File: src/rtl/sccb_cfg_sched_pkg.sv
// rtl/sccb_cfg_sched_pkg.sv - shared types and constants for the dual-camera SCCB init scheduler
package sccb_cfg_sched_pkg;

  localparam int          TBL_W      = 24;
  localparam logic [15:0] DELAY_MARK = 16'hFFFF;

  typedef enum logic [3:0] {
    ST_IDLE,
    ST_FETCH,
    ST_DECODE,
    ST_ISSUE,
    ST_BUSY,
    ST_GAP,
    ST_DELAY,
    ST_NEXT,
    ST_DONE
  } state_t;

  // A table entry whose register address is the marker is a pause, not a write
  function automatic logic is_delay_entry(input logic [15:0] reg_addr);
    return reg_addr == DELAY_MARK;
  endfunction

endpackage

File: src/rtl/sccb_cfg_sched_if.sv
// rtl/sccb_cfg_sched_if.sv - write-request handshake between the scheduler and the shared SCCB master
interface sccb_cfg_sched_if;

  logic        i2c_req;
  logic [7:0]  i2c_dev;
  logic [15:0] i2c_reg;
  logic [7:0]  i2c_wdata;
  logic        i2c_done;
  logic        i2c_nack;
  logic        cam_sel;

  modport master (
    output i2c_req,
    output i2c_dev,
    output i2c_reg,
    output i2c_wdata,
    output cam_sel,
    input  i2c_done,
    input  i2c_nack
  );

  modport slave (
    input  i2c_req,
    input  i2c_dev,
    input  i2c_reg,
    input  i2c_wdata,
    input  cam_sel,
    output i2c_done,
    output i2c_nack
  );

endinterface

File: src/rtl/sccb_cfg_sched_delay_cnt.sv
// rtl/sccb_cfg_sched_delay_cnt.sv - loadable down-counter shared by the inter-transaction gap and table delays
module sccb_cfg_sched_delay_cnt #(
  parameter int W = 8
) (
  input  logic         clk,
  input  logic         rst_n,
  input  logic         load,
  input  logic [W-1:0] load_val,
  input  logic         dec,
  output logic         last
);

  logic [W-1:0] cnt;

  // Load wins over decrement; the count saturates at zero instead of wrapping
  always_ff @(posedge clk or negedge rst_n) begin
    if (!rst_n) begin
      cnt <= '0;
    end else if (load) begin
      cnt <= load_val;
    end else if (dec && (cnt != '0)) begin
      cnt <= cnt - 1'b1;
    end
  end

  // Flagging the final cycle (count 1) makes a load of N last exactly N cycles
  assign last = (cnt <= W'(1));

endmodule

File: src/rtl/sccb_cfg_sched.sv
// rtl/sccb_cfg_sched.sv - walks the OV5640 init table once, writing each entry to cam0 then cam1
module sccb_cfg_sched
  import sccb_cfg_sched_pkg::*;
#(
  parameter int          REG_NUM    = 250,
  parameter logic [7:0]  DEV_ADDR   = 8'h78,
  parameter int          RETRY_MAX  = 3,
  parameter int          GAP_CYC    = 100,
  parameter int          DELAY_UNIT = 10000,
  localparam int         IW         = (REG_NUM > 1) ? $clog2(REG_NUM) : 1
) (
  input  logic             clk_10M,
  input  logic             rst_n,
  input  logic             initial_en,
  output logic [IW-1:0]    tbl_addr,
  input  logic [TBL_W-1:0] tbl_data,
  sccb_cfg_sched_if.master bus,
  output logic             cmos1_cfg_ok,
  output logic             cmos2_cfg_ok,
  output logic             cmos_init_done,
  output logic [1:0]       cam_fail
);

  // Counter must hold the longest table delay without wrapping
  localparam int CNT_MAX = (255 * DELAY_UNIT > GAP_CYC) ? 255 * DELAY_UNIT : GAP_CYC;
  localparam int CW      = $clog2(CNT_MAX + 1);
  localparam int RW      = (RETRY_MAX > 0) ? $clog2(RETRY_MAX + 1) : 1;
  localparam logic [IW-1:0] LAST_ADDR = IW'(REG_NUM - 1);

  state_t        state, state_nxt;
  logic          fetch_ph;
  logic [15:0]   lat_reg;
  logic [7:0]    lat_data;
  logic          cam_sel_q;
  logic          switch_cam;
  logic [RW-1:0] retry;
  logic [1:0]    cam_fail_q;

  logic          cnt_load;
  logic [CW-1:0] cnt_val;
  logic          cnt_dec;
  logic          cnt_last;

  logic          retry_again;
  logic          to_cam1;

  assign retry_again = bus.i2c_nack && (retry < RW'(RETRY_MAX));
  assign to_cam1     = !cam_sel_q && !cam_fail_q[1];

  sccb_cfg_sched_delay_cnt #(
    .W (CW)
  ) u_delay_cnt (
    .clk      (clk_10M),
    .rst_n    (rst_n),
    .load     (cnt_load),
    .load_val (cnt_val),
    .dec      (cnt_dec),
    .last     (cnt_last)
  );

  // State register
  always_ff @(posedge clk_10M or negedge rst_n) begin
    if (!rst_n) begin
      state <= ST_IDLE;
    end else begin
      state <= state_nxt;
    end
  end

  // Next-state decode and counter control
  always_comb begin
    state_nxt = state;
    cnt_load  = 1'b0;
    cnt_val   = '0;
    cnt_dec   = 1'b0;
    case (state)
      ST_IDLE: begin
        if (initial_en) state_nxt = ST_FETCH;
      end
      ST_FETCH: begin
        if (fetch_ph) state_nxt = ST_DECODE;
      end
      ST_DECODE: begin
        if (is_delay_entry(lat_reg)) begin
          state_nxt = ST_DELAY;
          cnt_load  = 1'b1;
          cnt_val   = CW'(lat_data) * CW'(DELAY_UNIT);
        end else if (lat_data == 8'h00) begin
          state_nxt = ST_NEXT;
        end else if (&cam_fail_q) begin
          state_nxt = ST_NEXT;
        end else begin
          state_nxt = ST_ISSUE;
        end
      end
      ST_ISSUE: begin
        state_nxt = ST_BUSY;
      end
      ST_BUSY: begin
        if (bus.i2c_done) begin
          if (retry_again || to_cam1) begin
            state_nxt = ST_GAP;
            cnt_load  = 1'b1;
            cnt_val   = CW'(GAP_CYC);
          end else begin
            state_nxt = ST_NEXT;
          end
        end
      end
      ST_GAP: begin
        cnt_dec = 1'b1;
        if (cnt_last) state_nxt = ST_ISSUE;
      end
      ST_DELAY: begin
        cnt_dec = 1'b1;
        if (cnt_last) state_nxt = ST_NEXT;
      end
      ST_NEXT: begin
        state_nxt = (tbl_addr == LAST_ADDR) ? ST_DONE : ST_FETCH;
      end
      ST_DONE: begin
        state_nxt = ST_DONE;
      end
      default: begin
        state_nxt = ST_IDLE;
      end
    endcase
  end

  // Entry latch, camera selection, retry bookkeeping and table pointer
  always_ff @(posedge clk_10M or negedge rst_n) begin
    if (!rst_n) begin
      fetch_ph   <= 1'b0;
      lat_reg    <= '0;
      lat_data   <= '0;
      cam_sel_q  <= 1'b0;
      switch_cam <= 1'b0;
      retry      <= '0;
      cam_fail_q <= '0;
      tbl_addr   <= '0;
    end else begin
      case (state)
        ST_FETCH: begin
          fetch_ph <= ~fetch_ph;
          if (fetch_ph) begin
            lat_reg   <= tbl_data[23:8];
            lat_data  <= tbl_data[7:0];
            // Selecting the camera while entering DECODE keeps it clear of the req edge
            cam_sel_q <= cam_fail_q[0];
          end
        end
        ST_BUSY: begin
          if (bus.i2c_done) begin
            if (retry_again) begin
              retry <= retry + 1'b1;
            end else begin
              retry <= '0;
              if (bus.i2c_nack) cam_fail_q[cam_sel_q] <= 1'b1;
              if (to_cam1) switch_cam <= 1'b1;
            end
          end
        end
        ST_GAP: begin
          // Switch one cycle into the gap so cam_sel never moves on a req edge (needs GAP_CYC >= 2)
          if (switch_cam) begin
            cam_sel_q  <= 1'b1;
            switch_cam <= 1'b0;
          end
        end
        ST_NEXT: begin
          if (tbl_addr != LAST_ADDR) tbl_addr <= tbl_addr + 1'b1;
        end
        default: begin
        end
      endcase
    end
  end

  // Request is decoded from state so an async reset removes it immediately
  assign bus.i2c_req   = (state == ST_ISSUE) || (state == ST_BUSY);
  assign bus.i2c_dev   = bus.i2c_req ? DEV_ADDR : 8'h00;
  assign bus.i2c_reg   = lat_reg;
  assign bus.i2c_wdata = lat_data;
  assign bus.cam_sel   = cam_sel_q;

  assign cam_fail       = cam_fail_q;
  assign cmos_init_done = (state == ST_DONE);
  assign cmos1_cfg_ok   = cmos_init_done && !cam_fail_q[0];
  assign cmos2_cfg_ok   = cmos_init_done && !cam_fail_q[1];

endmodule

File: src/flat_wrapper.sv
// flat-port wrapper written by rule: the top's interface ports become plain ports
module sccb_cfg_sched_flat import sccb_cfg_sched_pkg::*;
#(
  parameter int          REG_NUM    = 250,
  parameter logic [7:0]  DEV_ADDR   = 8'h78,
  parameter int          RETRY_MAX  = 3,
  parameter int          GAP_CYC    = 100,
  parameter int          DELAY_UNIT = 10000,
  localparam int         IW         = (REG_NUM > 1) ? $clog2(REG_NUM) : 1
)
  (clk_10M, rst_n, initial_en, tbl_addr, tbl_data, cmos1_cfg_ok, cmos2_cfg_ok, cmos_init_done, cam_fail, bus_i2c_req, bus_i2c_dev, bus_i2c_reg, bus_i2c_wdata, bus_cam_sel, bus_i2c_done, bus_i2c_nack);
  sccb_cfg_sched_if bus_i ();
  input  logic clk_10M;
  input  logic rst_n;
  input  logic initial_en;
  output logic [IW-1:0] tbl_addr;
  input  logic [TBL_W-1:0] tbl_data;
  output logic cmos1_cfg_ok;
  output logic cmos2_cfg_ok;
  output logic cmos_init_done;
  output logic [1:0] cam_fail;
  output wire logic [$bits(bus_i.i2c_req)-1:0] bus_i2c_req;
  output wire logic [$bits(bus_i.i2c_dev)-1:0] bus_i2c_dev;
  output wire logic [$bits(bus_i.i2c_reg)-1:0] bus_i2c_reg;
  output wire logic [$bits(bus_i.i2c_wdata)-1:0] bus_i2c_wdata;
  output wire logic [$bits(bus_i.cam_sel)-1:0] bus_cam_sel;
  input wire logic [$bits(bus_i.i2c_done)-1:0] bus_i2c_done;
  input wire logic [$bits(bus_i.i2c_nack)-1:0] bus_i2c_nack;
  assign bus_i2c_req = bus_i.i2c_req;
  assign bus_i2c_dev = bus_i.i2c_dev;
  assign bus_i2c_reg = bus_i.i2c_reg;
  assign bus_i2c_wdata = bus_i.i2c_wdata;
  assign bus_cam_sel = bus_i.cam_sel;
  assign bus_i.i2c_done = bus_i2c_done;
  assign bus_i.i2c_nack = bus_i2c_nack;
  sccb_cfg_sched #(.REG_NUM(REG_NUM), .DEV_ADDR(DEV_ADDR), .RETRY_MAX(RETRY_MAX), .GAP_CYC(GAP_CYC), .DELAY_UNIT(DELAY_UNIT)) u_core (.clk_10M(clk_10M), .rst_n(rst_n), .initial_en(initial_en), .tbl_addr(tbl_addr), .tbl_data(tbl_data), .bus(bus_i), .cmos1_cfg_ok(cmos1_cfg_ok), .cmos2_cfg_ok(cmos2_cfg_ok), .cmos_init_done(cmos_init_done), .cam_fail(cam_fail));
endmodule
File: config.mk
export PLATFORM = sky130hd
export DESIGN_NAME = sccb_cfg_sched_flat
export DESIGN_NICKNAME = d
export VERILOG_FILES = /design/src/rtl/sccb_cfg_sched_pkg.sv /design/src/rtl/sccb_cfg_sched_if.sv /design/src/rtl/sccb_cfg_sched_delay_cnt.sv /design/src/rtl/sccb_cfg_sched.sv /design/src/flat_wrapper.sv
export SDC_FILE = /design/constraint.sdc
export NUM_CORES = 1
export LEC_CHECK = 0
export BUFFER_PORTS_ARGS = -buffer_cell sky130_fd_sc_hd__buf_2
export CAP_MARGIN = 40
export CORE_MARGIN = 2
export CORE_UTILIZATION = 55
export DETAILED_ROUTE_END_ITERATION = 8
export GPL_TIMING_DRIVEN = 0
export PLACE_DENSITY = 0.8
export SLEW_MARGIN = 20
export SYNTH_ARGS = -nofsm -noshare
export SYNTH_HDL_FRONTEND = slang
export SYNTH_SLANG_ARGS = --single-unit
File: constraint.sdc
create_clock -name clk_10M -period 8.4 [get_ports clk_10M]
set_input_delay 0.42 -clock clk_10M [delete_from_list [all_inputs] [get_ports clk_10M]]
set_output_delay 0.42 -clock clk_10M [all_outputs]
set_load 0.05 [all_outputs]
==> qor.csv <==
metric,value,unit
GP Congestion,0.895,
Setup Buffers After CTS,0,
drt via density,5.74,
Clock Skews,0.0111,ns
highest routed layer,met4,
initial core utilization,57.4,%
Bufs and invs on worst path,3,
CP max stage delay,0.60,ns
Mean Syn Cell Area,10.0,um^2
Synth-to-Final Area Change,15.6,%
Hold Crit Class,input pin to register,
number of synthesized flops with an enable pin,0,
GRT Residual Overflow,0,
period utilization,50.4,%
top-level I/O count,76,
outcome,"complete, no violations",
Layout Cells excl Fill,640,
"Seq/Total Area, Yosys",36.3,%
final hold vios,0,
Worst Setup Path Type,register to register,
critical path arrival,4.43,ns
Clk Tree Root Cell,clkbuf_8,
Post-Synthesis Cells,446,
crit path max fanout,8,
"CP delay by family, top",adder cells,
fmax,0.236,GHz
TritonCTS Buffers,9,
Clock transition at path regs,0.07,ns
DR vias,3675,
predominant post-synthesis flop cell,dfrtp_1,
clock sinks,65,
Synth cell types,56,
Nets,621,
fin util,66.3,%
ANT cells,0,
vias in the first global route,3540,
GRT Util Overall,23.9,%
wire per inst,15.5,um
Cells after DPL,623,
share of flip-flops with an asynchronous set or reset,100,%
crit path launch type,register,
first-pass GRT wire length,16.8,mm
Critical Path Slowest Stage Cell,fa_1,
Detailed Routing Iterations Pass 1,5,
unrepaired setup endpoints after global routing,false,
DIE HEIGHT,94.2,um
CP cell instances,inv_1 > ha_1 > ha_1 > inv_1 > fa_1 > fa_1 > inv_1 > ha_1 > a211oi_1 > o21ai_0 > o2111ai_1 > nand2_1 > a2111oi_0 > o22ai_1,
placed cell area,5000,um^2
core area,7810,um^2
number of flip-flops in the largest register,22,
"Setup violations, final",0,
post-cts repair resize count,0,
antenna violations before repair,0,
die area,8880,um^2
Row Count,32,
die width,94.2,um
Slew HR,53.8,%
pin count of the biggest net entering global routing,46,
Port Buffers,71,
H-tree levels,3,
cts hold-fix bufs,1,
Bufs on Longest Clock Path,2,
drt total wl,9.95,mm
cell area after synthesis,4480,um^2
TritonCTS clock tree,built,
crit end category,register,
worst slew pin tran,0.692,ns
met3 wire length,464,um
max-cap violation count,0,
Worst EP required,8.60,ns
setup_tns,0,ns
layout cells sized above 1,24.2,%
DRC,0,
DRT iter0 DRCs,210,
Post-DP HPWL,7.71,mm
fin crit period,4.24,ns
worst skew pair latency,0.34,ns
WL met2,4.92,mm
DRT met1 WL,4.35,mm
synthesis-stage register bit count,65,
post-route antenna net violation count,0,
Final Max Tran Viols,0,
Ys Warns,0,
Final Cell Area,5180,um^2
stage by stage:
stage / hold slack, ns / worst slack [ns]
2_1_floorplan: 0.124 / 4.22
3_3_place_gp: 0.471 / 4.32
3_5_place_dp: 0.339 / 4.19
4_1_cts: 0.301 / 4.15
5_1_grt: 0.307 / 3.80
6_report: 0.309 / 4.16
path summary, 6_finish.rpt:
| kind | start | end | slack [ns] | cells after the start |
|---|---|---|---|---|
| max | u_core.bus.i2c_wdata[2] | u_core.u_delay_cnt.cnt[21] | 4.16 | 14 |
| min reg2reg | u_core.retry[1] | u_core.retry[1] | 0.50 | 2 |
| max reg2reg | u_core.bus.i2c_wdata[2] | u_core.u_delay_cnt.cnt[21] | 4.16 | 14 |
| min | tbl_data[20] | u_core.bus.i2c_reg[12] | 0.31 | 2 |
| max in group asynchronous | rst_n | u_core.bus.i2c_wdata[6] | 7.38 | 3 |
| min in group asynchronous | rst_n | u_core.state[3] | 0.51 | 2 |
synth_stat cells, drive strengths merged (4+ instances only):
library cell  count  share of area (%)
dfrtp            65                 36
ha               47                 13
nor2             36                3.0
inv              32                2.7
mux2             26                6.5
nand2            24                2.0
o21ai            18                2.0
nand4            14                2.0
fa               12                5.4
xnor2            12                2.3
a21oi            11                1.2
xor2             11                2.2
buf               9                1.5
clkbuf            9               0.75
nand3             9                1.0
nor4              9                1.3
and3              7               0.98
nor3              7               0.78
o21a              7                1.2
nor2b             6               0.84
o211ai            6                1.0
o22ai             6               0.98
or4               6                1.2
o31ai             5               0.84
or3               5               0.73
a211oi            4               0.67
nand2b            4               0.56
layout by cell type, fill, tap and decap left out, drive strengths merged, types with 3 or more instances in the layout:
cell type and instances:
nand3 9, inv 32, and3 7, o2111ai 3
nor2 36, nor2b 6, fa 12, a21o 3
clkbuf 20, nor4b 3, buf 81, a21oi 11
nand2b 4, conb 4, a211oi 4, nand3b 3
mux2 26, o21ai 18, o22ai 6, nand2 24
or3 5, clkinvlp 3, xor2 11, o211ai 6
ha 47, nor3 7, o21a 7, o31ai 5
dfrtp 65, nand4 14, nor4 9, or4 6
xnor2 12
logic make-up after synthesis:
group           share of synthesized area, %
other cells                           0.0837
compound gates                          12.6
xor+xnor                                4.50
simple gates                            16.4
mux                                     6.76
flops                                   36.3
fa+ha+maj                               18.5
buf+inv                                 4.89
layer usage:
layer	vias up	track usage (%)
li1	1777	-
met1	1757	32.1
met2	124	39.9
met3	17	2.97
met4	0	8.33
met5	-	0
area by class of cell:
cell class / count / area, um^2
Multi-Input combinational cell: 334 / 2650
Fill cell: 642 / 2630
Sequential cell: 65 / 1630
Timing Repair Buffer: 73 / 395
Clock buffer: 11 / 131
Tap cell: 102 / 128
Inverter: 32 / 120
Buffer: 18 / 98.8
Clock inverter: 5 / 32.5
Power is left out: the tool's default activity adds up to more than one toggle a clock period on the data nets, which glitch-free logic cannot reach.
